--- config.mk ---
export PLATFORM = sky130hd
export DESIGN_NAME = key_repeat
export DESIGN_NICKNAME = d
export VERILOG_FILES = /design/src/rtl/key_repeat_pkg.sv /design/src/rtl/key_debounce.sv /design/src/rtl/key_repeat.sv
export SDC_FILE = /design/constraint.sdc
export NUM_CORES = 1
export LEC_CHECK = 0
export ABC_AREA = 0
export BUFFER_PORTS_ARGS = -buffer_cell sky130_fd_sc_hd__buf_2
export CORE_MARGIN = 1
export CORE_UTILIZATION = 58
export DETAILED_ROUTE_END_ITERATION = 10
export GPL_ROUTABILITY_DRIVEN = 0
export PLACE_DENSITY = 0.77
export SYNTH_ARGS = -nofsm -noshare
export SYNTH_HDL_FRONTEND = slang
export SYNTH_SLANG_ARGS = --single-unit
--- constraint.sdc ---
create_clock -name clk -period 2.17 [get_ports clk]
set_input_delay 0.434 -clock clk [delete_from_list [all_inputs] [get_ports clk]]
set_output_delay 0.434 -clock clk [all_outputs]
set_load 0.005 [all_outputs]
--- src/rtl/key_repeat_pkg.sv ---
// Shared types and default timing for the typematic key handler.
// Defaults assume a 50 MHz clock.
package key_repeat_pkg;

    typedef enum logic [1:0] {
        IDLE,
        DELAY,
        REPEAT,
        WAIT_REL
    } rep_state_e;

    localparam int unsigned CLK_HZ            = 50_000_000;
    localparam int unsigned DEF_DEBOUNCE_CYC  = CLK_HZ / 200;
    localparam int unsigned DEF_INIT_DELAY    = CLK_HZ / 10 * 3;
    localparam int unsigned DEF_REPEAT_PERIOD = CLK_HZ / 10;
    localparam int unsigned DEF_REPEAT_FAST   = CLK_HZ / 20;
    localparam int unsigned DEF_ACCEL_AFTER   = 8;

endpackage

--- src/rtl/key_debounce.sv ---
// One channel: synchroniser plus debounce counter.
// Ports: clk, RST (async low), key_raw in; held (stable level), rise (1-cycle, with held rise).
module key_debounce
    import key_repeat_pkg::*;
#(
    parameter int unsigned CNT_W        = 32,
    parameter int unsigned SYNC_STAGES  = 2,
    parameter int unsigned DEBOUNCE_CYC = DEF_DEBOUNCE_CYC
) (
    input  logic clk,
    input  logic RST,
    input  logic key_raw,
    output logic held,
    output logic rise
);

    localparam logic [CNT_W-1:0] DB_LAST = CNT_W'(DEBOUNCE_CYC - 1);

    logic [SYNC_STAGES-1:0] sync_q, sync_d;
    logic [CNT_W-1:0]       dcnt_q, dcnt_d;
    logic                   held_q, held_d;
    logic                   rise_q, rise_d;
    logic                   sync;

    assign sync = sync_q[SYNC_STAGES-1];

    always_comb begin
        sync_d = {sync_q[SYNC_STAGES-2:0], key_raw};
        held_d = held_q;
        dcnt_d = '0;
        rise_d = 1'b0;
        if (sync != held_q) begin
            if (dcnt_q == DB_LAST) begin
                held_d = sync;
                rise_d = sync;
            end else begin
                dcnt_d = dcnt_q + CNT_W'(1);
            end
        end
    end

    always_ff @(posedge clk or negedge RST) begin
        if (!RST) begin
            sync_q <= '0;
            dcnt_q <= '0;
            held_q <= 1'b0;
            rise_q <= 1'b0;
        end else begin
            sync_q <= sync_d;
            dcnt_q <= dcnt_d;
            held_q <= held_d;
            rise_q <= rise_d;
        end
    end

    assign held = held_q;
    assign rise = rise_q;

endmodule

--- src/rtl/key_repeat.sv ---
// Multi-channel typematic key handler: debounce, press pulse, then timed repeats.
// Ports: clk, RST (async low), en, key_push[N] in; out[N] pulses, held[N] levels. Macro KEY_REPEAT_ACCEL_EN.
module key_repeat
    import key_repeat_pkg::*;
#(
    parameter int unsigned N_KEYS        = 4,
    parameter int unsigned CNT_W         = 32,
    parameter int unsigned SYNC_STAGES   = 2,
    parameter int unsigned DEBOUNCE_CYC  = DEF_DEBOUNCE_CYC,
    parameter int unsigned INIT_DELAY    = DEF_INIT_DELAY,
    parameter int unsigned REPEAT_PERIOD = DEF_REPEAT_PERIOD,
    parameter int unsigned ACCEL_AFTER   = DEF_ACCEL_AFTER,
    parameter int unsigned REPEAT_FAST   = DEF_REPEAT_FAST
) (
    input  logic              clk,
    input  logic              RST,
    input  logic              en,
    input  logic [N_KEYS-1:0] key_push,
    output logic [N_KEYS-1:0] out,
    output logic [N_KEYS-1:0] held
);

    localparam longint unsigned CNT_MAX =
        (CNT_W >= 64) ? ~64'd0 : ((64'd1 << CNT_W) - 64'd1);

    if (SYNC_STAGES < 2 || DEBOUNCE_CYC < 1 || INIT_DELAY < 1 ||
        REPEAT_PERIOD < 1 || REPEAT_FAST < 1 ||
        DEBOUNCE_CYC > CNT_MAX || INIT_DELAY > CNT_MAX ||
        REPEAT_PERIOD > CNT_MAX || REPEAT_FAST > CNT_MAX ||
        ACCEL_AFTER > CNT_MAX) begin : g_bad_cfg
        $error("key_repeat: illegal parameter set");
    end

    localparam logic [CNT_W-1:0] INIT_LAST = CNT_W'(INIT_DELAY - 1);
    localparam logic [CNT_W-1:0] REP_LAST  = CNT_W'(REPEAT_PERIOD - 1);
`ifdef KEY_REPEAT_ACCEL_EN
    localparam logic [CNT_W-1:0] FAST_LAST = CNT_W'(REPEAT_FAST - 1);
    localparam int unsigned      PCNT_W    = $clog2(ACCEL_AFTER + 2);
    localparam logic [PCNT_W-1:0] PCNT_MAX = PCNT_W'(ACCEL_AFTER);
`endif

    logic [N_KEYS-1:0] rise;

    for (genvar g = 0; g < N_KEYS; g++) begin : g_ch
        rep_state_e       state_q, state_d;
        logic [CNT_W-1:0] rcnt_q, rcnt_d;
        logic [CNT_W-1:0] rep_last;
        logic             pulse_q, pulse_d;

        key_debounce #(
            .CNT_W       (CNT_W),
            .SYNC_STAGES (SYNC_STAGES),
            .DEBOUNCE_CYC(DEBOUNCE_CYC)
        ) u_db (
            .clk    (clk),
            .RST    (RST),
            .key_raw(key_push[g]),
            .held   (held[g]),
            .rise   (rise[g])
        );

`ifdef KEY_REPEAT_ACCEL_EN
        logic [PCNT_W-1:0] pcnt_q, pcnt_d;
        assign rep_last = (pcnt_q == PCNT_MAX) ? FAST_LAST : REP_LAST;
`else
        assign rep_last = REP_LAST;
`endif

        always_comb begin
            state_d = state_q;
            rcnt_d  = rcnt_q;
            pulse_d = 1'b0;
`ifdef KEY_REPEAT_ACCEL_EN
            pcnt_d  = pcnt_q;
`endif
            if (!en) begin
                // A key still down must be released before it can fire again.
                rcnt_d  = '0;
                state_d = held[g] ? WAIT_REL : IDLE;
            end else begin
                unique case (state_q)
                    IDLE: begin
                        if (rise[g]) begin
                            pulse_d = 1'b1;
                            rcnt_d  = '0;
                            state_d = DELAY;
`ifdef KEY_REPEAT_ACCEL_EN
                            pcnt_d  = '0;
`endif
                        end
                    end
                    DELAY: begin
                        if (!held[g]) begin
                            rcnt_d  = '0;
                            state_d = IDLE;
                        end else if (rcnt_q == INIT_LAST) begin
                            pulse_d = 1'b1;
                            rcnt_d  = '0;
                            state_d = REPEAT;
                        end else begin
                            rcnt_d = rcnt_q + CNT_W'(1);
                        end
                    end
                    REPEAT: begin
                        if (!held[g]) begin
                            rcnt_d  = '0;
                            state_d = IDLE;
                        end else if (rcnt_q == rep_last) begin
                            pulse_d = 1'b1;
                            rcnt_d  = '0;
`ifdef KEY_REPEAT_ACCEL_EN
                            if (pcnt_q != PCNT_MAX) begin
                                pcnt_d = pcnt_q + PCNT_W'(1);
                            end
`endif
                        end else begin
                            rcnt_d = rcnt_q + CNT_W'(1);
                        end
                    end
                    WAIT_REL: begin
                        if (!held[g]) begin
                            state_d = IDLE;
                        end
                    end
                    default: begin
                        rcnt_d  = '0;
                        state_d = IDLE;
                    end
                endcase
            end
        end

        always_ff @(posedge clk or negedge RST) begin
            if (!RST) begin
                state_q <= IDLE;
                rcnt_q  <= '0;
                pulse_q <= 1'b0;
`ifdef KEY_REPEAT_ACCEL_EN
                pcnt_q  <= '0;
`endif
            end else begin
                state_q <= state_d;
                rcnt_q  <= rcnt_d;
                pulse_q <= pulse_d;
`ifdef KEY_REPEAT_ACCEL_EN
                pcnt_q  <= pcnt_d;
`endif
            end
        end

        assign out[g] = pulse_q;
    end

endmodule

# Word-level counts from Yosys, hierarchy flattened
# Cells that the tools add are included.
# totals
register_bits,284
word_cells,200
# op_classes
reduce_logical,20
eq_ne,44
n_mux,100
add_sub_neg,8
# op_table
cell,n
$mux W32,32
$pmux W32 S3,4
$add A32 B1 Y32 const B,8
$eq A32 B18 Y1 const B,4
$eq A32 B23 Y1 const B,4
$eq A32 B24 Y1 const B,4
$mux W2,24
$mux W1,32
$pmux W2 S3,4
$eq A2 B2 Y1 const B,8
$ne A4 B1 Y1 const B,4
$ne A4 B4 Y1 const B,4
$reduce_and A2 Y1,8
$ne A3 B2 Y1 const B,4
$ne A3 B3 Y1 const B,4
$pmux W1 S3,4
$reduce_and A3 Y1,4
$eq A2 B1 Y1 const B,4
$logic_not A2 Y1,4
$reduce_or A2 Y1,4
$ne A1 B1 Y1,4

# Depth between registers and ports, before layout
# depth
depth_word,5
mapped_depth,10

# Hierarchy
# From an unflattened synthesis, not the netlist that was laid out.
# unflattened
hier_cells,1758
area_unflattened_um2,16129.2
# modules_own_cells
module,cells_per_inst,area_each_um2,n_inst,seq_area_each_um2
key_repeat,1006,8672.1,1,3503.4
key_debounce,188,1864.3,4,900.9

# Worst setup path after synthesis
# Ideal clock, no wire load.
# synth_timing
kind,flip-flop to flip-flop
start,register g_ch[3].rcnt_q[19]
end,register g_ch[3].rcnt_q[8]
t_arrival_ns,2.111
synth_period_minus_slack_ns,2.257
path_stages_with_launch,8
slack_ns,-0.087
path_cell_list,dfrtp_1 or4b_1 or4_4 o31ai_4 a21oi_2 buf_6 a31oi_1 a31oi_1
# synth_between
elab_chain_cells,5
# synth_rtl
item,line_no,text
start: declaration,key_repeat.sv:46,"logic [CNT_W-1:0] rcnt_q, rcnt_d;"
start signal: assignment,key_repeat.sv:143,rcnt_q <= rcnt_d;
$eq A32 B23 Y1 / $eq A32 B24 Y1 (equally long branches),"key_repeat.sv:108, key_repeat.sv:96",
"$mux W32, on equally long branches","key_repeat.sv:108, key_repeat.sv:96",
"$mux W32, on equally long branches","key_repeat.sv:105, key_repeat.sv:93",
$pmux W32 S3 *,key_repeat.sv:81,unique case (state_q)
$mux W32 *,key_repeat.sv:76,if (!en) begin
# Every way passes the cells marked *; elsewhere a longest branch is shown, timed or not.
# A chain may end at the register's enable or synchronous reset.

# Worst setup path in the final report
# layout_timing
start,register g_ch[2].rcnt_q[29]
end,register g_ch[2].rcnt_q[20]
# layout_between
elab_chain_cells,5
# layout_rtl
item,line_no
start: declaration,key_repeat.sv:46
start signal: assignment,key_repeat.sv:143
$eq A32 B23 Y1 / $eq A32 B24 Y1 (equally long branches),"key_repeat.sv:108, key_repeat.sv:96"
"$mux W32, on equally long branches","key_repeat.sv:108, key_repeat.sv:96"
"$mux W32, on equally long branches","key_repeat.sv:105, key_repeat.sv:93"
$pmux W32 S3 *,key_repeat.sv:81
$mux W32 *,key_repeat.sv:76
# Marks and branches as above.

==> impl_metrics.yaml <==
status:
  status: "complete, but fails checks"
  violations: "setup timing"
route:
  drtAntennaViolNets: 0
  drtPass1Iterations: 6
  wl_um: 39900
  drcViolationCount: 0
  drt_first_iter_violations: 1372
  vias_per_cell: 6.27
  via_count: 14000
  routedWlPerCell_um: 17.9
global_route:
  grt_pass1_vias: 13100
  grt_max_degree: 62
  grt_pass1_wl_um: 60900
  globalRouteOverflowTotal: 0
  antenna_found_initial: 0
  gr-usage-all-layers_pct: 27.0
floorplan:
  die_h_um: 165
  die-width_um: 165
  core_region_area_um2: 26000
  rows: 59
  die_area_um2: 27100
  pin_count: 15
  initial_core_util_pct: 59.1
placement:
  post-place-ws_ps: -155
  dp.cells: 2135
  port_buffers: 14
  dp_hpwl_um: 23900
sta:
  post-route-min-period_ps: 2470
  fin_crit_sh_pct: 114
  clock-skew-final_ps: 13.1
  fmax_ghz: 0.405
  tightest_slew_ps: 721
  setup_ws_ps: -296
  slew_violations: 0
  setup_viol: 59
  rsz0062_at_grt: "true"
  slew_headroom_pct: 51.9
  hold_viol_final: 0
synthesis:
  syn_avg_cell_area_um2: 9.07
  ys_dominant_reg_cell: "dfrtp_1"
  async_flop_share_pct: 100
  yosysTopAreaCellShare_pct: 46.3
  yosysTopAreaCell: "dfrtp_1"
  synth_cell_types: 73
  ys_ff_latch: 284
  synthesis.instances: 1693
  synthTopCellsByArea: "dfrtp_1, nand3_1, nor2_1, xor2_1, nand2_1"
  synth_warnings: 0
  syn_nets: 1728
  syn-cell-area_um2: 15400
  ys_seq_area_share_pct: 46.3
  synth_edf_count: 0
finish:
  antennaDiodeCount: 0
  final_cell_mix: "dfrtp_1, nor2_1, buf_4, nand2_1, nand3_1"
  final_core_util_pct: 74.1
  layoutNonFillerInstCount: 2232
  layout-drive-gt1-share_pct: 21.6
  fillers: 1709
  nets: 1912
  area.growth.synth_to_final_pct: 25.4
  final_common_cell: "dfrtp_1"
clock_tree:
  htree_levels: 1
  cts_root_buf: "clkbuf_16"
  path_clk_slew_ps: 60
  cts_buffers: 30
  clock-sinks: 284
  clock_tree.buffer_depth: 3
  worstSkewPairLatency_ps: 550
  cts_tree: "yes"
worst_hold_path:
  hold_class: "in -> reg"
setup_path:
  crit_path_end_kind: "register"
  required_ps: 2590
  crit_type: "reg -> reg"
  startpoint_type: "register"
  cp.arrival_ps: 2880
  path_max_fanout: 8
flow_run:
  drv_cap: 0
power:
  powerDensity_nw_per_um2: 577
  finalPower_mw: 11.1
  peakVddDrop_mv: 0.705
  leakage_nw: 8.14
==> cell families (layout without fill, tap and decap cells) <==
kind of cell / after synthesis / count (layout) / synth area share (%)
AO/OA/AOI/OAI: 291 / 292 / 11.9
XOR/XNOR: 116 / 116 / 6.61
multiplexers: 13 / 13 / 0.880
flip-flops: 284 / 284 / 46.3
adder cells (fa/ha/maj): 28 / 28 / 2.28
buffers and inverters: 139 / 342 / 3.95
AND/OR/NAND/NOR: 822 / 822 / 28.1
==> synthesized netlist by cell type, types with 3 or more instances <==
library cell / count
o311ai_0: 12
a31oi_1: 61
nor4b_1: 13
o21a_1: 5
nand4_1: 63
buf_6: 5
o31ai_1: 8
o41ai_1: 4
nor2_1: 173
nor3_1: 40
xnor2_1: 46
clkbuf_1: 53
mux2_2: 4
nor2b_1: 7
a21oi_1: 72
buf_4: 9
a22oi_1: 3
and3_1: 53
nand2b_1: 25
mux2i_1: 9
ha_1: 28
buf_1: 3
or2_2: 4
a41oi_1: 7
nor4_1: 37
buf_2: 9
nand3_2: 3
and4_1: 15
and2_1: 12
or4_1: 6
xor2_1: 70
o21ai_0: 65
nand3_1: 140
inv_1: 58
nand2_1: 149
a211oi_1: 5
nor4bb_1: 6
o2bb2ai_1: 3
dfrtp_1: 284
nand4b_1: 3
or3_1: 51
nor3b_1: 5
a22o_1: 6
a21o_1: 20
==> state kept, by name, indices dropped and copies added, names as in the netlist <==
register,cells
g_ch.u_db.dcnt_q,128
g_ch.u_db.sync_q,8
g_ch.u_db.rise,4
g_ch.pulse_q,4
g_ch.state_q,8
g_ch.rcnt_q,128
g_ch.u_db.held,4
==> layout make-up <==
| cell class | instances | area, µm² | area share (%) |
|---|---|---|---|
| well taps | 335 | 419 | 2.18 |
| clock buffers | 48 | 930 | 4.82 |
| clock inverters | 4 | 70.1 | 0.364 |
| inverters | 58 | 218 | 1.13 |
| multi-input cells | 1271 | 8340 | 43.3 |
| repair buffers | 232 | 2170 | 11.3 |
| flip-flops and latches | 284 | 7120 | 36.9 |
==> layer usage <==
metal,track usage [%],routed length [µm]
met5,0,0
met2,47.1,19800
met3,2.96,2050
met1,35.8,16900
met4,6.96,1170
==> final timing paths <==
check / startpoint / endpoint / slack [ps] / cells past startpoint
max: g_ch[2].rcnt_q[29]$_DFFE_PN0P_ / g_ch[2].rcnt_q[20]$_DFFE_PN0P_ / -300 / 10
min: en / g_ch[1].state_q[0]$_DFFE_PN0P_ / 370 / 3
max reg2reg: g_ch[2].rcnt_q[29]$_DFFE_PN0P_ / g_ch[2].rcnt_q[20]$_DFFE_PN0P_ / -300 / 10
min reg2reg: g_ch[1].u_db.sync_q[0]$_DFF_PN0_ / g_ch[1].u_db.sync_q[1]$_DFF_PN0_ / 370 / 0
max in group asynchronous: RST / g_ch[3].u_db.dcnt_q[26]$_DFF_PN0_ / 1070 / 3
min in group asynchronous: RST / g_ch[1].u_db.dcnt_q[8]$_DFF_PN0_ / 420 / 2
==> report_power, final <==
part	switching (mW)	internal [mW]
clock	2.09	3.13
sequential	0.0314	5.33
combinational	0.344	0.183
==> metrics by stage <==
stage                     setup TNS (ps)  instance area (µm²)  hold WS (ps)
after global placement              -833                17100           335
after detailed placement           -3850                17100           336
after CTS                          -3660                18200           314
after floorplan                     -418                15400           138
after global routing              -12680                19300           385
final                              -7120                19300           371
==> worst max-delay path: stages, from the launching register on <==
cell       delay, ps
dfrtp_1          400
nor4_2           280
nand4_1          130
buf_4            200
o41ai_4          420
buf_4            190
a21oi_4           60
buf_12           140
clkbuf_16        170
a31oi_1          230
o31ai_1          110
==> timing repair <==
action,in CTS,in global routing
setup buffers,2,27
hold buffers,5,0
cloned,0,11
pin swaps,3,44
gates resized for setup,14,131
setup endpoints to repair,86,177
endpoints found under the hold margin,49,0
Power figures use the tool's default switching activity.
